## config.mk

```make
export PLATFORM = sky130hd
export DESIGN_NAME = pc_fetch_unit
export DESIGN_NICKNAME = d
export VERILOG_FILES = /design/src/rtl/pc_fetch_unit.sv
export SDC_FILE = /design/constraint.sdc
export NUM_CORES = 1
export LEC_CHECK = 0
export ABC_CLOCK_PERIOD_IN_PS = 2100
export CELL_PAD_IN_SITES_DETAIL_PLACEMENT = 2
export CELL_PAD_IN_SITES_GLOBAL_PLACEMENT = 2
export CORE_MARGIN = 5
export CORE_UTILIZATION = 27
export DETAILED_ROUTE_END_ITERATION = 12
export GPL_TIMING_DRIVEN = 0
export HOLD_SLACK_MARGIN = 0.06
export PLACE_DENSITY_LB_ADDON = 0.1
export SKIP_LAST_GASP = 1
export SLEW_MARGIN = 20
export SYNTH_ARGS = -nofsm -noshare
export SYNTH_HDL_FRONTEND = slang
export SYNTH_SLANG_ARGS = --single-unit
```

## constraint.sdc

```tcl
create_clock -name clk -period 2.1 [get_ports clk]
set_clock_uncertainty 0.1 [all_clocks]
set_input_delay 0.42 -clock clk [delete_from_list [all_inputs] [get_ports clk]]
set_output_delay 0.42 -clock clk [all_outputs]
set_load 0.05 [all_outputs]
```

## src/rtl/pc_fetch_unit.sv

```systemverilog
// ============================================================================
//  Module   : pc_fetch_unit
//  Purpose  : Program counter register plus single-outstanding instruction
//             fetch over a req/ack handshake, with timeout abort.
//  Revision : 1.0
// ============================================================================
`default_nettype none

module pc_fetch_unit #(
    parameter int                    DATA_WIDTH = 32,
    parameter int                    ADDR_WIDTH = 16,
    parameter logic [ADDR_WIDTH-1:0] RESET_PC   = '0,
    parameter int                    TIMEOUT    = 15
) (
    input  logic                  clk,
    input  logic                  rst_n,
    input  logic [ADDR_WIDTH-1:0] pc_next,
    input  logic                  pc_write,
    input  logic                  pc_write_cond,
    input  logic                  branch_zero,
    input  logic                  fetch_start,
    output logic                  imem_req,
    output logic [ADDR_WIDTH-1:0] imem_addr,
    input  logic                  imem_ack,
    input  logic [DATA_WIDTH-1:0] imem_rdata,
    output logic [ADDR_WIDTH-1:0] pc,
    output logic [DATA_WIDTH-1:0] instr,
    output logic [25:0]           imm26,
    output logic                  instr_valid,
    output logic                  fetch_err,
    output logic                  busy
);

    // Counter only has to reach TIMEOUT-1, but keep at least 4 bits.
    localparam int CNT_W = ($clog2(TIMEOUT) > 4) ? $clog2(TIMEOUT) : 4;
    localparam logic [CNT_W-1:0] CNT_LAST = CNT_W'(TIMEOUT - 1);

    typedef enum logic [0:0] {
        ST_IDLE = 1'b0,
        ST_REQ  = 1'b1
    } state_t;

    state_t                state_q, state_d;
    logic [ADDR_WIDTH-1:0] pc_q, pc_d;
    logic [ADDR_WIDTH-1:0] addr_q, addr_d;
    logic                  req_q, req_d;
    logic [CNT_W-1:0]      cnt_q, cnt_d;
    logic [DATA_WIDTH-1:0] instr_q, instr_d;
    logic                  valid_q, valid_d;
    logic                  err_q, err_d;

    always_comb begin
        state_d = state_q;
        addr_d  = addr_q;
        req_d   = req_q;
        cnt_d   = cnt_q;
        instr_d = instr_q;
        valid_d = 1'b0;
        err_d   = 1'b0;
        pc_d    = (pc_write | (pc_write_cond & branch_zero)) ? pc_next : pc_q;

        case (state_q)
            ST_IDLE: begin
                if (fetch_start) begin
                    state_d = ST_REQ;
                    addr_d  = pc_q;
                    req_d   = 1'b1;
                    cnt_d   = '0;
                end
            end
            ST_REQ: begin
                // An ack on the expiry cycle takes priority over the abort.
                if (imem_ack) begin
                    instr_d = imem_rdata;
                    valid_d = 1'b1;
                    req_d   = 1'b0;
                    state_d = ST_IDLE;
                end else if (cnt_q == CNT_LAST) begin
                    err_d   = 1'b1;
                    req_d   = 1'b0;
                    state_d = ST_IDLE;
                end else begin
                    cnt_d   = cnt_q + 1'b1;
                end
            end
            default: begin
                state_d = ST_IDLE;
                req_d   = 1'b0;
            end
        endcase
    end

    always_ff @(posedge clk or negedge rst_n) begin
        if (!rst_n) begin
            state_q <= ST_IDLE;
            pc_q    <= RESET_PC;
            addr_q  <= '0;
            req_q   <= 1'b0;
            cnt_q   <= '0;
            instr_q <= '0;
            valid_q <= 1'b0;
            err_q   <= 1'b0;
        end else begin
            state_q <= state_d;
            pc_q    <= pc_d;
            addr_q  <= addr_d;
            req_q   <= req_d;
            cnt_q   <= cnt_d;
            instr_q <= instr_d;
            valid_q <= valid_d;
            err_q   <= err_d;
        end
    end

    assign pc          = pc_q;
    assign imem_addr   = addr_q;
    assign imem_req    = req_q;
    assign instr       = instr_q;
    assign imm26       = instr_q[25:0];
    assign instr_valid = valid_q;
    assign fetch_err   = err_q;
    assign busy        = (state_q == ST_REQ);

endmodule

`default_nettype wire

```

# Word level (Yosys, flattened, before mapping)
# Cells that the tools add are included.
# word_totals
reg_bits	72
output_inout_bits	94
wordCells	38
inputBits	55
# op_classes
n_mux	17
eq_ne	5
n_bitwise	3
reduce_logical	4
addsub	1
# op_table
cell	count
$mux W4	3
$mux W1	11
$pmux W4 S2	1
$ne A2 B2 Y1 const B	3
$reduce_and A2 Y1	3
$add A4 B1 Y4 const B	1
$eq A4 B4 Y1 const B	1
$pmux W1 S2	2
$ne A3 B2 Y1 const B	1
$reduce_and A3 Y1	1
$and A1 B1 Y1	1
$not A1 Y1	1
$or A1 B1 Y1	1

# Logic depth before layout (Yosys ltp)
# Gate-level depths: netlist of the first run.
# logic_depth
word_depth	4
mapped_depth	6
depth_no_buf	5

# Least setup slack after synthesis of the first run
# OpenSTA, ideal clock, no wires.
# synth_timing
path_type	reg2reg
from	register state_q (netlist: busy)
to	register addr_q[10] (netlist: imem_addr[10])
path_stages_with_launch	6
slack_ps	391
required_time_ps	1875
path_buffers	3
setup_time_ps	125
arrival_time_ps	1484
path_cell_list	dfrtp_1 > buf_6 > nand2b_4 > buf_6 > buf_8 > mux2_4
# synth_via
elab_chain_cells	2
# synth_lines
item	line_no	text
start, declared	43	state_t state_q, state_d;
start signal, assigned	104	state_q <= state_d;
$not A1 Y1 (no line)	n/a	
$reduce_and A2 Y1 (no line)	n/a	
end signal, assigned	106	addr_q <= addr_d;
end, declared	45	logic [ADDR_WIDTH-1:0] addr_q, addr_d;
# Every way passes these cells.
# A chain may end at the register's enable or synchronous reset.

# Worst setup path after layout of the first run
# layout_timing
from	register pc_q[3] (netlist: pc[3])
to	output port pc[3]
# layout_lines
item	line_no	text
start, declared	44	logic [ADDR_WIDTH-1:0] pc_q, pc_d;
start signal, assigned	105	pc_q <= pc_d;
end, declared	26	output logic [ADDR_WIDTH-1:0] pc,
# No word-level cell between the ends.

==> results.cfg, run 1 <==
[layout]
finalCoreUtilization = 0.459
count_of_antenna_diodes_in_the_layout = 0
final_cell_count_no_fill = 501
area.growth.synth_to_final_pct = 66.2
register_area_mm2 = 0.00180
drive_gt1_frac = 0.327
nNetsFinal = 413
multiInputGateArea_um2 = 927
filler_cell_count = 1096

[setup_path]
path_max_fanout = 3
critical_path.reg2reg.startpoint = busy$_DFF_PN0_
cp-start-kind = flip-flop
crit_buf_inv = 1
critical-path-top-delay-family = buffers and inverters
timing.rr.end = instr[6]$_DFFE_PN0P_
cp.required_ns = 1.58
critical_path.endpoint_type = output port
reg2regPathDepth = 4
worst-r2r-setup-slack_ns = 0.59
timing.critical_path.slowest_stage_cell = clkdlybuf4s50_1
cp_data_arrival_time_ns = 1.53
worstPathCellList = clkdlybuf4s50_1
worst_path_largest_cell_delay_ns = 0.82
criticalPathCategory = reg -> out

[yosys]
ys_types = 23
yosys-top-cells-area = dfrtp_1 60%, mux2_2 21%, buf_4 6.8%, mux2_4 3.5%, ha_1 0.84%
ys_seq_area_frac = 0.602
syn_area_mm2 = 0.00299
postSynthNetCount = 252
postSynthAreaPerCell_um2 = 15.3
ys_ff_latch = 72
yosysWarningCount = 0
synth.top_cell.area_share = 0.602
cell_taking_the_most_area_after_synthesis = dfrtp_1
syn_inst = 195

[outcome]
outcome = finished, final reports clean

[worst_hold_path]
worst_hold_path_type = reg -> reg
hold-path-cell-count = 1
hold_path_end = instr[29]$_DFFE_PN0P_
critical_hold_path_startpoint = instr[29]$_DFFE_PN0P_

[placement]
place.port_buffers = 148
place_hpwl_um = 6390
placedCellCount = 484
gp_congestion = 0.682

[cts]
tritoncts_clock_tree = yes
htree_num_levels = 3
clkSlewWorstSetupHoldPaths_ns = 0.08
clkSinkCount = 72
ctsLongestPathBuffers = 2
clk_root_buffer_cell = clkbuf_8
clk_latency_ns = 0.34
cts_setup_buffers = 0
cts_inserted_buffers = 9

[timing]
worstMarginPinSlew_ns = 0.552
final.min_clock_period_ns = 2.05
finalHoldViolCount = 0
fmax_ghz = 0.487
unrepaired_setup_endpoints_after_global_routing = false
setup_viol_count_final = 0
relSlewSlack = 0.631
final_max_slew_viol_count = 0
post-route-period-util = 0.978

[routing]
postRouteWirelength_um = 8480
firstDrtPassIters = 3
avgRoutedWirePerCell_um = 16.9
routed-via-count = 2158
drtAntennaViolNets = 0
via_per_inst = 4.31
detail_route.drc_violations = 0
drtIter0Drc = 41

[global_route]
antenna_violations_before_repair = 0
grt_remaining_overflow = 0
grt_pass1_wl_um = 13100
grt_max_degree = 40
track_usage = 0.128
first_global_vias = 2367

[pwr]
vdd_ir_drop_max_v = 0.000413
power.density_cell_area_mw_per_mm2 = 1270
pleak_uw = 0.00248

[die]
fp.coreArea_mm2 = 0.0108
placementRows = 38
start_util = 0.276
ios = 149
die_area_mm2 = 0.0133
die_h_um = 115
die_width_um = 115

[run]
max_cap_violations = 0
-- worst max-delay path by stage --
stage / to / startpoint / cells past startpoint
floorplan: imem_addr[10]$_DFFE_PN0P_ / busy$_DFF_PN0_ / 5
global placement: instr[29]$_DFFE_PN0P_ / rst_n / 1
detailed placement: pc[4]$_DFFE_PN0P_ / pc_write_cond / 4
CTS: pc[9] / pc[9]$_DFFE_PN0P_ / 1
global route: imm26[4] / instr[4]$_DFFE_PN0P_ / 1
finish: pc[3] / pc[3]$_DFFE_PN0P_ / 1
-- kinds of logic (layout without fill, tap and decap cells) --
group,after synthesis,in the layout,synth area share
fa+ha+maj,2,2,0.00836
flops,72,72,0.602
mux,66,66,0.256
buf+inv,35,201,0.0878
compound gates,6,6,0.0146
simple gates,14,14,0.0305
-- cells in the final DEF, fill, tap and decap left out, drive strengths merged, types with 3 or more instances in the layout --
master         count
nand2              4
clkdlybuf4s50     79
buf               35
dfrtp             72
clkbuf            11
mux2              64
dlymetal6s2s      34
dlygate4sd2       34
bufinv             3
nor2b              3
-- where the power goes --
group / internal [µW] / total [µW] / switching, µW
clock network: 852 / 1380 / 531
registers: 1690 / 1900 / 211
logic: 1090 / 3010 / 1920
total: 3630 / 6290 / 2660
-- cell type report --
type / count / share of cell area
flip-flops and latches: 72 / 0.362
repair buffers: 150 / 0.312
multi-input cells: 88 / 0.186
plain buffers: 33 / 0.0513
well taps: 140 / 0.0352
clock buffers: 11 / 0.0304
clock inverters: 5 / 0.0206
inverters: 2 / 0.00151
-- what timing repair did --
item                                    CTS  global route
endpoints found under the hold margin    33             0
endpoints found under the setup margin   34            34
gates cloned                              0             0
hold buffers                              1             0
gates resized for setup                  34            34
-- layer usage --
metal	track usage	vias up	share of wire
met5	0	-	0
met1	0.158	1089	0.41
met4	0.0469	0	0.012
li1	-	966	-
met2	0.193	95	0.46
met3	0.0632	8	0.12
-- Yosys cell counts --
library cell / number
and4b_1: 1
nor2_1: 1
nand2_2: 1
buf_4: 27
mux2_2: 57
nand3_1: 1
ha_1: 2
nand2_1: 3
mux2i_1: 2
nand2b_4: 1
o22ai_1: 2
mux2_4: 7
buf_6: 2
buf_8: 1
o21ai_0: 1
dfrtp_1: 72
nor3b_1: 1
inv_1: 2
buf_2: 3
nor2b_1: 3
nand3b_1: 2
a21oi_2: 1
a41oi_1: 2
-- sequential cells by signal, indices dropped and copies added, names as in the netlist --
signal       count
busy             1
cnt_q            4
fetch_err        1
imem_addr       16
imem_req         1
instr           32
instr_valid      1
pc              16
-- metrics by stage --
stage / setup WS, ns / hold slack [ns] / area, µm² / setup TNS (ns) / power (µW)
2_1_floorplan: 0.391 / 0.0244 / 2990 / 0 / 3980
5_1_grt: 0.0000114 / 0.430 / 4970 / 0 / 6590
3_3_place_gp: -2.20 / 0.387 / 4650 / -158.18 / 5050
4_1_cts: 0.00249 / 0.419 / 4890 / 0 / 6410
6_report: 0.0461 / 0.407 / 4970 / 0 / 6290
3_5_place_dp: -0.00461 / 0.309 / 4670 / -0.0164 / 5120
(Power assumes the default switching activity.)
==> run 2: changes to the inputs <==
--- a/config.mk
+++ b/config.mk
@@ -6,9 +6,9 @@
 export NUM_CORES = 1
 export LEC_CHECK = 0
 export ABC_CLOCK_PERIOD_IN_PS = 2100
+export CAP_MARGIN = 20
 export CELL_PAD_IN_SITES_DETAIL_PLACEMENT = 2
 export CELL_PAD_IN_SITES_GLOBAL_PLACEMENT = 2
-export CORE_MARGIN = 5
 export CORE_UTILIZATION = 27
 export DETAILED_ROUTE_END_ITERATION = 12
 export GPL_TIMING_DRIVEN = 0
==> results.cfg, run 2 (same netlist as run 1, synthesis figures left out) <==
[setup_path]
worst_path_largest_cell_delay_ns = 0.81
cp.required_ns = 1.58
critical-path-top-delay-family = buffers and inverters
timing.critical_path.slowest_stage_cell = clkdlybuf4s50_1
reg2regPathDepth = 4
cp-start-kind = flip-flop
worst-r2r-setup-slack_ns = 0.59
critical_path.endpoint_type = output port
path_depth = 1
criticalPathCategory = reg -> out
crit_buf_inv = 1
worstPathCellList = clkdlybuf4s50_1
cp_data_arrival_time_ns = 1.53
path_max_fanout = 3

[layout]
most-common-layout-cells = 88 x clkdlybuf4s50_1, 72 x dfrtp_1, 57 x mux2_2
final_cell_count_no_fill = 498
count_of_antenna_diodes_in_the_layout = 0
filler_cell_count = 1067
finalCoreUtilization = 0.449
register_area_mm2 = 0.00180
nNetsFinal = 413
max_ffs_per_register = 32
final_common_cell = clkdlybuf4s50_1
drive_gt1_frac = 0.318
multiInputGateArea_um2 = 927
area.growth.synth_to_final_pct = 62.7

[routing]
firstDrtPassIters = 4
drtIter0Drc = 34
detail_route.drc_violations = 0
drtAntennaViolNets = 0
via_per_inst = 4.30
routed-via-count = 2143
postRouteWirelength_um = 7590
avgRoutedWirePerCell_um = 15.2

[pwr]
pleak_uw = 0.00238
power.share.sequential = 0.323
internal_power_uw = 3270
p_clk_frac = 0.162
switching_share = 0.442
vdd_ir_drop_max_v = 0.000451
switchingPower_uw = 2590
power.combinational.fraction = 0.514
power.density_cell_area_mw_per_mm2 = 1200

[global_route]
grt_pass1_wl_um = 12000
grt_remaining_overflow = 0
first_global_vias = 2280
antenna_violations_before_repair = 0
track_usage = 0.138
grt_max_degree = 38

[cts]
ctsLongestPathBuffers = 2
clkSinkCount = 72
clkSlewWorstSetupHoldPaths_ns = 0.07
clk_latency_ns = 0.34
cts_inserted_buffers = 9
cts_setup_buffers = 0
htree_num_levels = 3
tritoncts_clock_tree = yes
clk_root_buffer_cell = clkbuf_8

[timing]
unrepaired_setup_endpoints_after_global_routing = false
final_max_slew_viol_count = 0
fmax_ghz = 0.488
post-route-period-util = 0.976
finalHoldViolCount = 0
setup_tns_ns = 0
relSlewSlack = 0.633
worstMarginPinSlew_ns = 0.550
final.min_clock_period_ns = 2.05
setup_viol_count_final = 0

[placement]
placedCellCount = 484
place.port_buffers = 148
place_hpwl_um = 5680
gp_congestion = 0.677

[worst_hold_path]
hold-path-cell-count = 1
worst_hold_path_type = reg -> reg

[die]
die_h_um = 107
placementRows = 38
ios = 149
start_util = 0.276
die_width_um = 107
fp.coreArea_mm2 = 0.0108
die_area_mm2 = 0.0115

[run]
max_cap_violations = 0

[outcome]
outcome = finished, final reports clean
-- run 2: cell count changes in the layout (fill, tap and decap cells not counted) --
cell             delta
clkinvlp_4          -1
bufinv_16           -3
clkdlybuf4s50_1     +9
dlygate4sd2_1       -3
dlymetal6s2s_1      -6
clkbuf_1            +1
-- run 2: area by class of cell --
cell class	instances	area share
clock inverters	1	0.00103
clock buffers	12	0.0319
plain buffers	33	0.0524
inverters	2	0.00154
multi-input cells	88	0.190
well taps	140	0.0360
repair buffers	150	0.316
flip-flops and latches	72	0.370
-- run 2: per-layer routing --
metal | part of all wire | vias to the layer above | GRT usage
met5 | 0 | - | 0
met4 | 0.020 | 0 | 0.0734
met3 | 0.092 | 9 | 0.0521
met2 | 0.47 | 102 | 0.213
met1 | 0.42 | 1070 | 0.167
li1 | - | 962 | -
-- run 2: repair_timing --
action                                  CTS  global route
hold buffers                              1             0
endpoints found under the setup margin   31            28
resized for setup                        31            28
endpoints found under the hold margin    36             0
-- run 2: path summary, 6_finish.rpt --
path,startpoint,end
worst max-delay path,pc[4]$_DFFE_PN0P_,pc[4]
worst min-delay path,instr[29]$_DFFE_PN0P_,instr[29]$_DFFE_PN0P_
worst max register to register,busy$_DFF_PN0_,instr[20]$_DFFE_PN0P_
worst min register to register,instr[29]$_DFFE_PN0P_,instr[29]$_DFFE_PN0P_
max in group asynchronous,rst_n,pc[13]$_DFFE_PN0P_
min in group asynchronous,rst_n,instr[22]$_DFFE_PN0P_
-- run 2: power by group through the flow --
| stage | Sequential (µW) | Combinational, µW | Clock, µW |
|---|---|---|---|
| after global placement | 1910 | 3120 | 0 |
| after CTS | 1910 | 3060 | 1010 |
| after detailed placement | 1930 | 3150 | 0 |
| final | 1900 | 3010 | 950 |
| after global routing | 1940 | 3140 | 1050 |
| after floorplan | 2910 | 1070 | 0 |
-- run 2: through the flow --
step	cell area, µm²	setup slack (ns)	hold slack (ns)	total power [µW]
2_1_floorplan	2990	0.391	0.0244	3980
3_3_place_gp	4650	-2.27	0.387	5030
3_5_place_dp	4670	0.0152	0.322	5090
4_1_cts	4800	0.000282	0.413	5980
5_1_grt	4870	0.0000250	0.423	6130
6_report	4870	0.0507	0.407	5860
==> run 3: changes to the inputs <==
--- a/config.mk
+++ b/config.mk
@@ -14,6 +14,7 @@
 export GPL_TIMING_DRIVEN = 0
 export HOLD_SLACK_MARGIN = 0.06
 export PLACE_DENSITY_LB_ADDON = 0.1
+export SKIP_CTS_REPAIR_TIMING = 1
 export SKIP_LAST_GASP = 1
 export SLEW_MARGIN = 20
 export SYNTH_ARGS = -nofsm -noshare
==> results.cfg, run 3 (same netlist as run 1, synthesis figures left out) <==
[outcome]
outcome = finished, final reports clean

[timing]
setup_viol_count_final = 0
finalHoldViolCount = 0
final_max_slew_viol_count = 0
post-route-period-util = 0.980
relSlewSlack = 0.626
fmax_ghz = 0.486
worstMarginPinSlew_ns = 0.561
final.min_clock_period_ns = 2.06

[run]
max_cap_violations = 0

[die]
die_area_mm2 = 0.0115
fp.coreArea_mm2 = 0.0108
start_util = 0.276
ios = 149
placementRows = 38
die_h_um = 107
die_width_um = 107

[global_route]
first_global_vias = 2267
grt_remaining_overflow = 0
track_usage = 0.138
grt_max_degree = 38
grt_pass1_wl_um = 12000
antenna_violations_before_repair = 0

[worst_hold_path]
critical_hold_path_startpoint = instr[29]$_DFFE_PN0P_
worst_hold_path_type = reg -> reg

[routing]
drtAntennaViolNets = 0
via_per_inst = 4.30
routed-via-count = 2142
postRouteWirelength_um = 7640
drtIter0Drc = 29
detail_route.drc_violations = 0
firstDrtPassIters = 4
avgRoutedWirePerCell_um = 15.3

[setup_path]
cp-start-kind = flip-flop
path_max_fanout = 3
critical_path.endpoint_type = output port
worstPathCellList = clkdlybuf4s50_1
criticalPathCategory = reg -> out
timing.critical_path.slowest_stage_cell = clkdlybuf4s50_1
crit_buf_inv = 1
cp_data_arrival_time_ns = 1.54
cp.required_ns = 1.58
worst_path_largest_cell_delay_ns = 0.83
critical_path.reg2reg.startpoint = busy$_DFF_PN0_
cp-startpoint = instr[19]$_DFFE_PN0P_
critical-path-top-delay-family = buffers and inverters

[layout]
nNetsFinal = 413
area.growth.synth_to_final_pct = 66.5
filler_cell_count = 1058
drive_gt1_frac = 0.318
register_area_mm2 = 0.00180
count_of_antenna_diodes_in_the_layout = 0
multiInputGateArea_um2 = 927
final_common_cell = clkdlybuf4s50_1
most-common-layout-cells = 89 x clkdlybuf4s50_1, 72 x dfrtp_1, 58 x dlymetal6s2s_1
layout.cell_area.non_filler_mm2 = 0.00498
finalCoreUtilization = 0.459
max_ffs_per_register = 32

[cts]
ctsLongestPathBuffers = 2
clk_root_buffer_cell = clkbuf_8
clkSlewWorstSetupHoldPaths_ns = 0.07
cts_inserted_buffers = 9
clk_latency_ns = 0.34
clkSinkCount = 72
htree_num_levels = 3
tritoncts_clock_tree = yes

[placement]
place.port_buffers = 148
dpl_cell_area_mm2 = 0.00467
gp_congestion = 0.677
place_hpwl_um = 5680

[pwr]
vdd_ir_drop_max_v = 0.000463
pleak_uw = 0.00262
power.density_cell_area_mw_per_mm2 = 1190
[run 3: cell types whose count changed in the layout (fill, tap and decap cells not counted), sizes merged]
| cell | before | now |
|---|---|---|
| dlymetal6s2s | 28 | 58 |
| clkdlybuf4s50 | 88 | 89 |
| dlygate4sd2 | 31 | 0 |
[run 3: layout make-up]
class                      instances  share of cell area
clock buffer                      12              0.0311
buffer                            33              0.0512
clock inverter                     1             0.00100
tap                              140              0.0352
timing repair buffer             150               0.332
sequential                        72               0.362
inverter                           2             0.00151
multi-input combinational         88               0.186
[run 3: worst paths after layout]
path	slack (ns)	endpoint	depth (start not counted)
worst max-delay path	0.04	imm26[19]	1
worst min-delay path	0.41	instr[29]$_DFFE_PN0P_	1
worst max register to register	0.58	instr[20]$_DFFE_PN0P_	4
worst min register to register	0.41	instr[29]$_DFFE_PN0P_	1
max in group asynchronous	0.84	pc[13]$_DFFE_PN0P_	3
min in group asynchronous	0.48	instr[22]$_DFFE_PN0P_	2
[run 3: per-layer routing]
metal | vias to the layer above | track usage | part of all wire
met4 | 0 | 0.0734 | 0.020
li1 | 962 | - | -
met3 | 9 | 0.0545 | 0.098
met2 | 102 | 0.212 | 0.47
met5 | - | 0 | 0
met1 | 1069 | 0.167 | 0.42
[run 3: per-stage QoR]
stage          hold slack (ns)  power, µW  instances  setup TNS (ns)  setup slack [ns]
6_report                 0.407       5950        498               0            0.0424
5_1_grt                  0.423       6220        498         -0.0389           -0.0272
4_1_cts                -0.0689       6080        497           -1.74           -0.0852
3_5_place_dp             0.322       5090        484               0            0.0152
3_3_place_gp             0.387       5030        483         -163.40             -2.27
2_1_floorplan           0.0244       3980        195               0             0.391
[run 3: power breakdown]
part	internal, µW	leakage (µW)	total, µW	switching (µW)
Clock	473	0.0000842	950	478
Combinational	1190	0.00168	3100	1910
Sequential	1690	0.000852	1900	205
